===== src/rtl/fetch_queue.sv =====
// fetch_queue: decoupling instruction queue between instruction fetch and a
// 2-wide decoder. One packet in per cycle, the two oldest entries presented
// in parallel, zero/one/two consumed per cycle, single-cycle flush.
// Packet layout: pc[64:33], data[32:1], taken_branch[0].
// DEPTH must be a power of two and at least 4 so that the pointers wrap
// naturally and head+1 never aliases head.
module fetch_queue #(
    parameter int DEPTH    = 8,
    parameter int PACKET_W = 65,
    parameter int CNT_W    = $clog2(DEPTH) + 1
) (
    input  logic                clk,
    input  logic                rst,
    input  logic                flush,
    input  logic                push_valid,
    input  logic [PACKET_W-1:0] push_data,
    output logic                push_ready,
    output logic                out_valid_1,
    output logic [PACKET_W-1:0] out_data_1,
    output logic                out_valid_2,
    output logic [PACKET_W-1:0] out_data_2,
    input  logic                pop_1,
    input  logic                pop_2,
    output logic [CNT_W-1:0]    count
);

    localparam int PTR_W = $clog2(DEPTH);

    // Packet storage is deliberately not reset: validity comes from r_count.
    logic [PACKET_W-1:0] r_mem [DEPTH];
    logic [PTR_W-1:0]    r_head;
    logic [PTR_W-1:0]    r_tail;
    logic [CNT_W-1:0]    r_count;

    logic                w_ready;
    logic                w_valid_1;
    logic                w_valid_2;
    logic                w_push_eff;
    logic                w_pop1_eff;
    logic                w_pop2_eff;
    logic [PTR_W-1:0]    w_head_p1;
    logic [PTR_W-1:0]    w_head_nxt;
    logic [PTR_W-1:0]    w_tail_nxt;
    logic [CNT_W-1:0]    w_count_nxt;

    // Occupancy-derived status; readiness uses only the registered count so
    // there is no combinational path from the decoder pops to push_ready.
    always_comb begin
        w_ready   = (r_count < CNT_W'(DEPTH));
        w_valid_1 = (r_count >= CNT_W'(1));
        w_valid_2 = (r_count >= CNT_W'(2));
    end

    // Effective handshake qualification: pop_2 only counts together with
    // pop_1 so entries always leave in order; flush cancels a push.
    always_comb begin
        w_push_eff = push_valid && w_ready && !flush;
        w_pop1_eff = pop_1 && w_valid_1;
        w_pop2_eff = pop_2 && pop_1 && w_valid_2;
    end

    // Next-state pointer and count arithmetic (pointers wrap modulo DEPTH).
    always_comb begin
        w_head_p1   = r_head + PTR_W'(1);
        w_head_nxt  = r_head + PTR_W'(w_pop1_eff) + PTR_W'(w_pop2_eff);
        w_tail_nxt  = r_tail + PTR_W'(w_push_eff);
        w_count_nxt = r_count + CNT_W'(w_push_eff)
                              - CNT_W'(w_pop1_eff)
                              - CNT_W'(w_pop2_eff);
    end

    // Pointer and occupancy registers; flush outranks any push or pop.
    always_ff @(posedge clk or posedge rst) begin
        if (rst) begin
            r_head  <= '0;
            r_tail  <= '0;
            r_count <= '0;
        end else if (flush) begin
            r_head  <= '0;
            r_tail  <= '0;
            r_count <= '0;
        end else begin
            r_head  <= w_head_nxt;
            r_tail  <= w_tail_nxt;
            r_count <= w_count_nxt;
        end
    end

    // Storage write at the tail slot for every accepted packet.
    always_ff @(posedge clk) begin
        if (w_push_eff) begin
            r_mem[r_tail] <= push_data;
        end
    end

    // Read side: the two oldest entries, zeroed when not valid. No bypass,
    // so a packet becomes visible the cycle after it is written.
    always_comb begin
        out_data_1 = '0;
        out_data_2 = '0;
        if (w_valid_1) begin
            out_data_1 = r_mem[r_head];
        end else begin
            out_data_1 = '0;
        end
        if (w_valid_2) begin
            out_data_2 = r_mem[w_head_p1];
        end else begin
            out_data_2 = '0;
        end
    end

    assign push_ready  = w_ready;
    assign out_valid_1 = w_valid_1;
    assign out_valid_2 = w_valid_2;
    assign count       = r_count;

endmodule


===== config.mk =====
export PLATFORM = sky130hd
export DESIGN_NAME = fetch_queue
export DESIGN_NICKNAME = d
export VERILOG_FILES = /design/src/rtl/fetch_queue.sv
export SDC_FILE = /design/constraint.sdc
export NUM_CORES = 1
export LEC_CHECK = 0
export CORE_AREA = 2 2 240 242
export CTS_CLUSTER_SIZE = 8
export DETAILED_ROUTE_END_ITERATION = 7
export DIE_AREA = 0 0 242 244
export GPL_ROUTABILITY_DRIVEN = 0
export SYNTH_ARGS = -nofsm -noshare
export SYNTH_HDL_FRONTEND = slang
export SYNTH_SLANG_ARGS = --single-unit

===== constraint.sdc =====
create_clock -name clk -period 11.59 [get_ports clk]
set_input_delay 2.318 -clock clk [delete_from_list [all_inputs] [get_ports clk]]
set_output_delay 2.318 -clock clk [all_outputs]
set_load 0.01 [all_outputs]

# Word-level counts from Yosys, hierarchy flattened
# Memories as Yosys holds them, arrays and structs flattened.
# Index checks and enable logic that the tools add are counted.
[totals]
register_bits = 10
mem_bits_rw = 520
in_bits = 71
output_inout_bits = 137
word_cells = 27
n_memories = 1
[mem_list]
columns = ["name", "words", "word_bits", "read_ports", "rd_ports_with_merged_regs", "write_ports", "line", "source"]
rows = [
  ["r_mem", 8, 65, 2, 0, 1, "30", "logic [PACKET_W-1:0] r_mem [DEPTH];"],
]
[classes]
add_sub_neg = 7
n_lt_le_gt_ge = 3
muxes = 7
reduce_logical = 6
[ops]
columns = ["operator", "n"]
rows = [
  ["65-bit 2-to-1 mux", 2],
  ["3-bit by 1-bit adder with 3-bit output", 3],
  ["4-bit by 1-bit subtractor with 4-bit output", 2],
  ["3-bit 2-to-1 mux", 2],
  ["1-bit logical AND", 5],
  ["4-bit by 1-bit adder with 4-bit output", 1],
  ["4-bit by 1-bit greater-or-equal comparator with 1-bit output, second input constant", 1],
  ["4-bit by 2-bit greater-or-equal comparator with 1-bit output, second input constant", 1],
  ["4-bit < comparator, second input constant", 1],
  ["4-bit 2-to-1 mux", 1],
  ["3-bit by 1-bit adder with 3-bit output, second input constant", 1],
  ["1-bit 2-to-1 mux", 2],
  ["1-bit zero test", 1],
]

# Logic depth before layout (Yosys ltp)
[depth]
word_depth = 7
ltp_mapped = 16
ltp_nobuf = 15

# Least setup slack after synthesis
# Ideal clock, no wire load.
[synth_timing]
path_kind = "input port to flip-flop"
startpoint = "input port flush"
endpoint = "memory r_mem[1][0], enable pin"
setup_ps = 568
t_arrival_ps = 7251
required_time_ps = 11022
setup_slack_ps = 3771
cell_stages = 3
path_buffers = 0
path_cell_list = "nor3b_1 -> nand2_1 -> nor3_1"
[synth_via]
elab_chain_len = 4
[synth_lines]
columns = ["item", "line", "source"]
rows = [
  ["from (decl)", "14", "input logic flush,"],
  ["1-bit zero test", "57", "w_push_eff = push_valid && w_ready && !flush;"],
  ["1-bit logical AND", "57", ""],
  ["1-bit 2-to-1 mux", "91", "if (w_push_eff) begin"],
  ["1-bit 2-to-1 mux (not written as such)", "92", "r_mem[r_tail] <= push_data;"],
  ["to (decl)", "30", ""],
]
# No other way between the ends.

# Worst setup path after layout
[layout_timing]
startpoint = "register r_head[1]"
endpoint = "output port out_data_2[2]"
[layout_via]
elab_chain_len = 3
[layout_lines]
columns = ["item", "line", "source"]
rows = [
  ["from (decl)", "31", "logic [PTR_W-1:0] r_head;"],
  ["from (signal assigned)", "83", "r_head <= w_head_nxt;"],
  ["3-bit by 1-bit adder with 3-bit output", "64", "w_head_p1 = r_head + PTR_W'(1);"],
  ["memory read 8 x 65 bit", "n/a", ""],
  ["65-bit 2-to-1 mux", "106", "if (w_valid_2) begin"],
  ["to (decl)", "21", "output logic [PACKET_W-1:0] out_data_2,"],
]
# No other way between the ends.

==> results_tabular.tex <==
\begin{tabular}{lr}
\hline
Metric & Value \\
\hline
\multicolumn{2}{l}{\textbf{GRT}} \\
\quad First-pass GRT wire length & 104000 um \\
\quad Global route overflow & 0 \\
\quad Met2 track utilization from global routing & 38.3\% \\
\quad Met1 usage in global routing & 31.8\% \\
\quad Routing layer with the top usage in global route & met2 \\
\quad Antenna violations before repair & 7 \\
\quad Largest net degree at the start of global routing & 176 \\
\quad Global router's overall resource usage & 23.6\% \\
\quad Global-route met3 utilization & 4.50\% \\
\quad Vias in the first global route & 16290 \\
\multicolumn{2}{l}{\textbf{STA}} \\
\quad Portion of the clock cycle consumed by the worst path in the final layout & 65.7\% \\
\quad Setup violators final & 0 \\
\quad Total count of hold-check failures in the final report & 0 \\
\quad Setup\_tns & 0 ns \\
\quad Worst slew margin relative to its limit & 14.4\% \\
\quad Pins Over Slew Limit & 0 \\
\quad Final critical delay including setup and external delays & 7.62 ns \\
\quad Worst slew pin tran & 1.28 ns \\
\quad RSZ-0062 raised after global routing & false \\
\quad Fmax & 0.131 GHz \\
\quad Worst clock skew & 0.0243 ns \\
\multicolumn{2}{l}{\textbf{Routing}} \\
\quad Initial DRT Pass Iterations & 7 \\
\quad Drt first-iter violations & 1237 \\
\quad Remaining antenna violation count & 0 \\
\quad Routed wire length & 70700 um \\
\quad Vias/cell & 6.11 \\
\quad Drt drc & 0 \\
\quad Average routed wire per standard cell & 27.2 um \\
\quad Via count & 15864 \\
\multicolumn{2}{l}{\textbf{Place}} \\
\quad Detailed placer's ending HPWL & 36500 um \\
\quad Buffers on Ports & 207 \\
\multicolumn{2}{l}{\textbf{Yosys}} \\
\quad Share of the synthesized area in compound gates (AO/OA/AOI/OAI) & 10.5\% \\
\quad Adder-Cell Fraction of Synth Area & 0.687\% \\
\quad Cell types with the largest area share after synthesis & edfxtp\_1, mux2i\_1, mux2\_2 \\
\quad Cell type with the largest total area after synthesis & edfxtp\_1 \\
\quad Number of warnings printed during yosys synthesis & 0 \\
\quad Yosys top cell area share & 62.1\% \\
\quad Post-synthesis register bit count & 530 \\
\quad Cell variety after synth & 31 \\
\quad Post-synthesis instance area & 25100 um2 \\
\quad Mapped Cells & 1643 \\
\quad Share of the yosys chip area belonging to registers & 63.1\% \\
\quad Area share of and/or/nand/nor cells after synthesis & 3.36\% \\
\quad Largest family of logic cells by synthesized area & multiplexers \\
\quad Fraction of synthesized area in multiplexers & 18.8\% \\
\quad Number of nets produced by synthesis & 1726 \\
\quad Xor-xnor portion of the synthesized cell area & 0.174\% \\
\quad Mean instance size in the synthesized netlist & 15.3 um2 \\
\multicolumn{2}{l}{\textbf{Job}} \\
\quad Number of max-cap violations & 0 \\
\multicolumn{2}{l}{\textbf{Clocking}} \\
\quad Clock-pin slew of the registers on the worst-case setup and hold paths & 0.05 ns \\
\quad Num CTS Buffers & 76 \\
\quad Number of buffers added for setup after CTS & 0 \\
\quad Clock latency of the later-clocked register in the worst-skew pair & 0.61 ns \\
\quad CTS tree & yes \\
\quad H-tree depth & 3 \\
\quad Clock Path Buffers & 3 \\
\quad Hold buffer count at cts & 0 \\
\quad Sinks on the clock net & 530 \\
\quad CTS root buf & clkbuf\_16 \\
\quad Post-CTS resize count & 0 \\
\multicolumn{2}{l}{\textbf{Finish}} \\
\quad Filler Cell Count & 4658 \\
\quad Synthesis-to-finish area growth & 18.5\% \\
\quad Register Area & 15900 um2 \\
\quad Final Net Count & 1906 \\
\quad Area of the multi-input gates & 8530 um2 \\
\quad Ratio of cells with drive above 1 in the final layout & 14.9\% \\
\quad Top library cells by usage in the layout, fill and taps aside & edfxtp\_1, mux2i\_1, clkdlybuf4s50\_1, mux2\_2, clkbuf\_16 \\
\quad Most frequent standard cell in the layout excluding fill and tap cells & edfxtp\_1 \\
\multicolumn{2}{l}{\textbf{Worst setup path}} \\
\quad Max FO, Critical Path & 175 \\
\quad Category of the most critical setup path & register to output pin \\
\quad Critical path endpoint category & output pin \\
\quad Worst EP arrival & 5.30 ns \\
\quad R2r startpoint & count[3] \\
\quad Register-to-Register Path Depth & 4 \\
\quad Nature of the critical path startpoint & register \\
\quad Worst setup path startpoint & r\_head[1] \\
\quad Capture point of the worst path & out\_data\_2[2] \\
\quad Worst reg2reg setup slack & 8.16 ns \\
\quad Required time of the worst setup path & 9.27 ns \\
\quad End of the worst register-to-register path & r\_mem[5][27] \\
\multicolumn{2}{l}{\textbf{Die}} \\
\quad IO Pins & 208 \\
\quad Floorplan die area & 59000 um2 \\
\quad Die width & 242 um \\
\quad Initial standard-cell utilization of the core & 44.7\% \\
\quad Cell Rows & 87 \\
\quad Placeable core region & 56200 um2 \\
\quad Y dimension of the die & 244 um \\
\multicolumn{2}{l}{\textbf{Min path}} \\
\quad Hold depth & 2 \\
\quad Path category of the worst min-delay check & register to register \\
\multicolumn{2}{l}{\textbf{Status}} \\
\quad Status & completed \\
\multicolumn{2}{l}{\textbf{Pwr}} \\
\quad Power per Cell Area & 240 nW/um2 \\
\quad Total power of the final layout & 0.00713 W \\
\quad Largest vdd supply drop & 245 uV \\
\quad Static Leakage & 9.15 nW \\
\hline
\end{tabular}
## worst min path at each step
stage               startpoint   endpoint  slack [ns]
floorplan            r_tail[2]  r_tail[2]        0.57
global placement     r_tail[0]  r_tail[0]        0.62
detailed placement   r_tail[0]  r_tail[0]        0.62
CTS                  r_tail[0]  r_tail[0]        0.65
global route         r_tail[0]  r_tail[0]        0.73
finish               r_tail[0]  r_tail[0]        0.65
## metrics by stage
stage	utilization [%]	area (um2)	setup WS [ns]	std cells	hold slack [ns]
2_1_floorplan	-	25100	3.77	1643	0.573
3_3_place_gp	49.3	27700	4.57	2501	0.623
3_5_place_dp	49.3	27700	4.59	2501	0.619
4_1_cts	53.0	29800	3.93	2593	0.649
5_1_grt	53.0	29800	3.69	2594	0.731
6_report	53.0	29800	3.97	2595	0.649
## flip-flops by register name, summed over array words and instances (netlist names)
register and cells:
r_mem 520, count 4, r_head 3, r_tail 3
## cells by family (layout without fill, tap and decap cells)
logic type	count (synthesis)	count (layout)
flops	530	530
xor+xnor	5	5
compound gates	327	327
mux	455	455
buf+inv	146	340
other cells	0	2
fa+ha+maj	12	12
simple gates	168	168
## Yosys cell counts (all sizes together)
library cell	n
a2111oi	65
a211oi	65
a221oi	65
a22oi	65
and2	3
and3	1
buf	104
clkbuf	33
dfrtp	10
edfxtp	520
fa	3
ha	9
inv	9
mux2	130
mux2i	325
nand2	70
nand2b	5
nand3	1
nor2	11
nor2b	73
nor3	3
nor3b	1
o21ai	2
o22ai	65
xnor2	4
xor2	1
## final cells by class
type	instances	share of cell area, %
flip-flops and latches	530	53.3
diodes	2	0.0168
well taps	756	3.18
multi-input cells	967	28.7
clock buffers	85	6.64
inverters	9	0.113
repair buffers	239	7.81
clock inverters	7	0.286
## worst max-delay path: stages, from the launching register on
cell and delay (ns):
dfrtp_4 0.73, ha_4 1.05, buf_12 0.60, mux2_2 0.30, o22ai_1 0.08, a2111oi_1 1.10, clkdlybuf4s50_1 0.72
## metal layers
layer	up-vias	part of all wire, %	routed length [um]
li1	7013	-	-
met1	8151	43	30700
met2	548	47	33500
met3	142	6.3	4460
met4	10	2.7	1890
met5	-	0.098	69
## report_power, final
part           internal (W)  switching (W)  total, W
clock network       0.00121       0.000778   0.00199
logic               0.00133        0.00161   0.00294
registers           0.00216      0.0000454   0.00220
No activity file was read; power rests on OpenSTA's default activity.
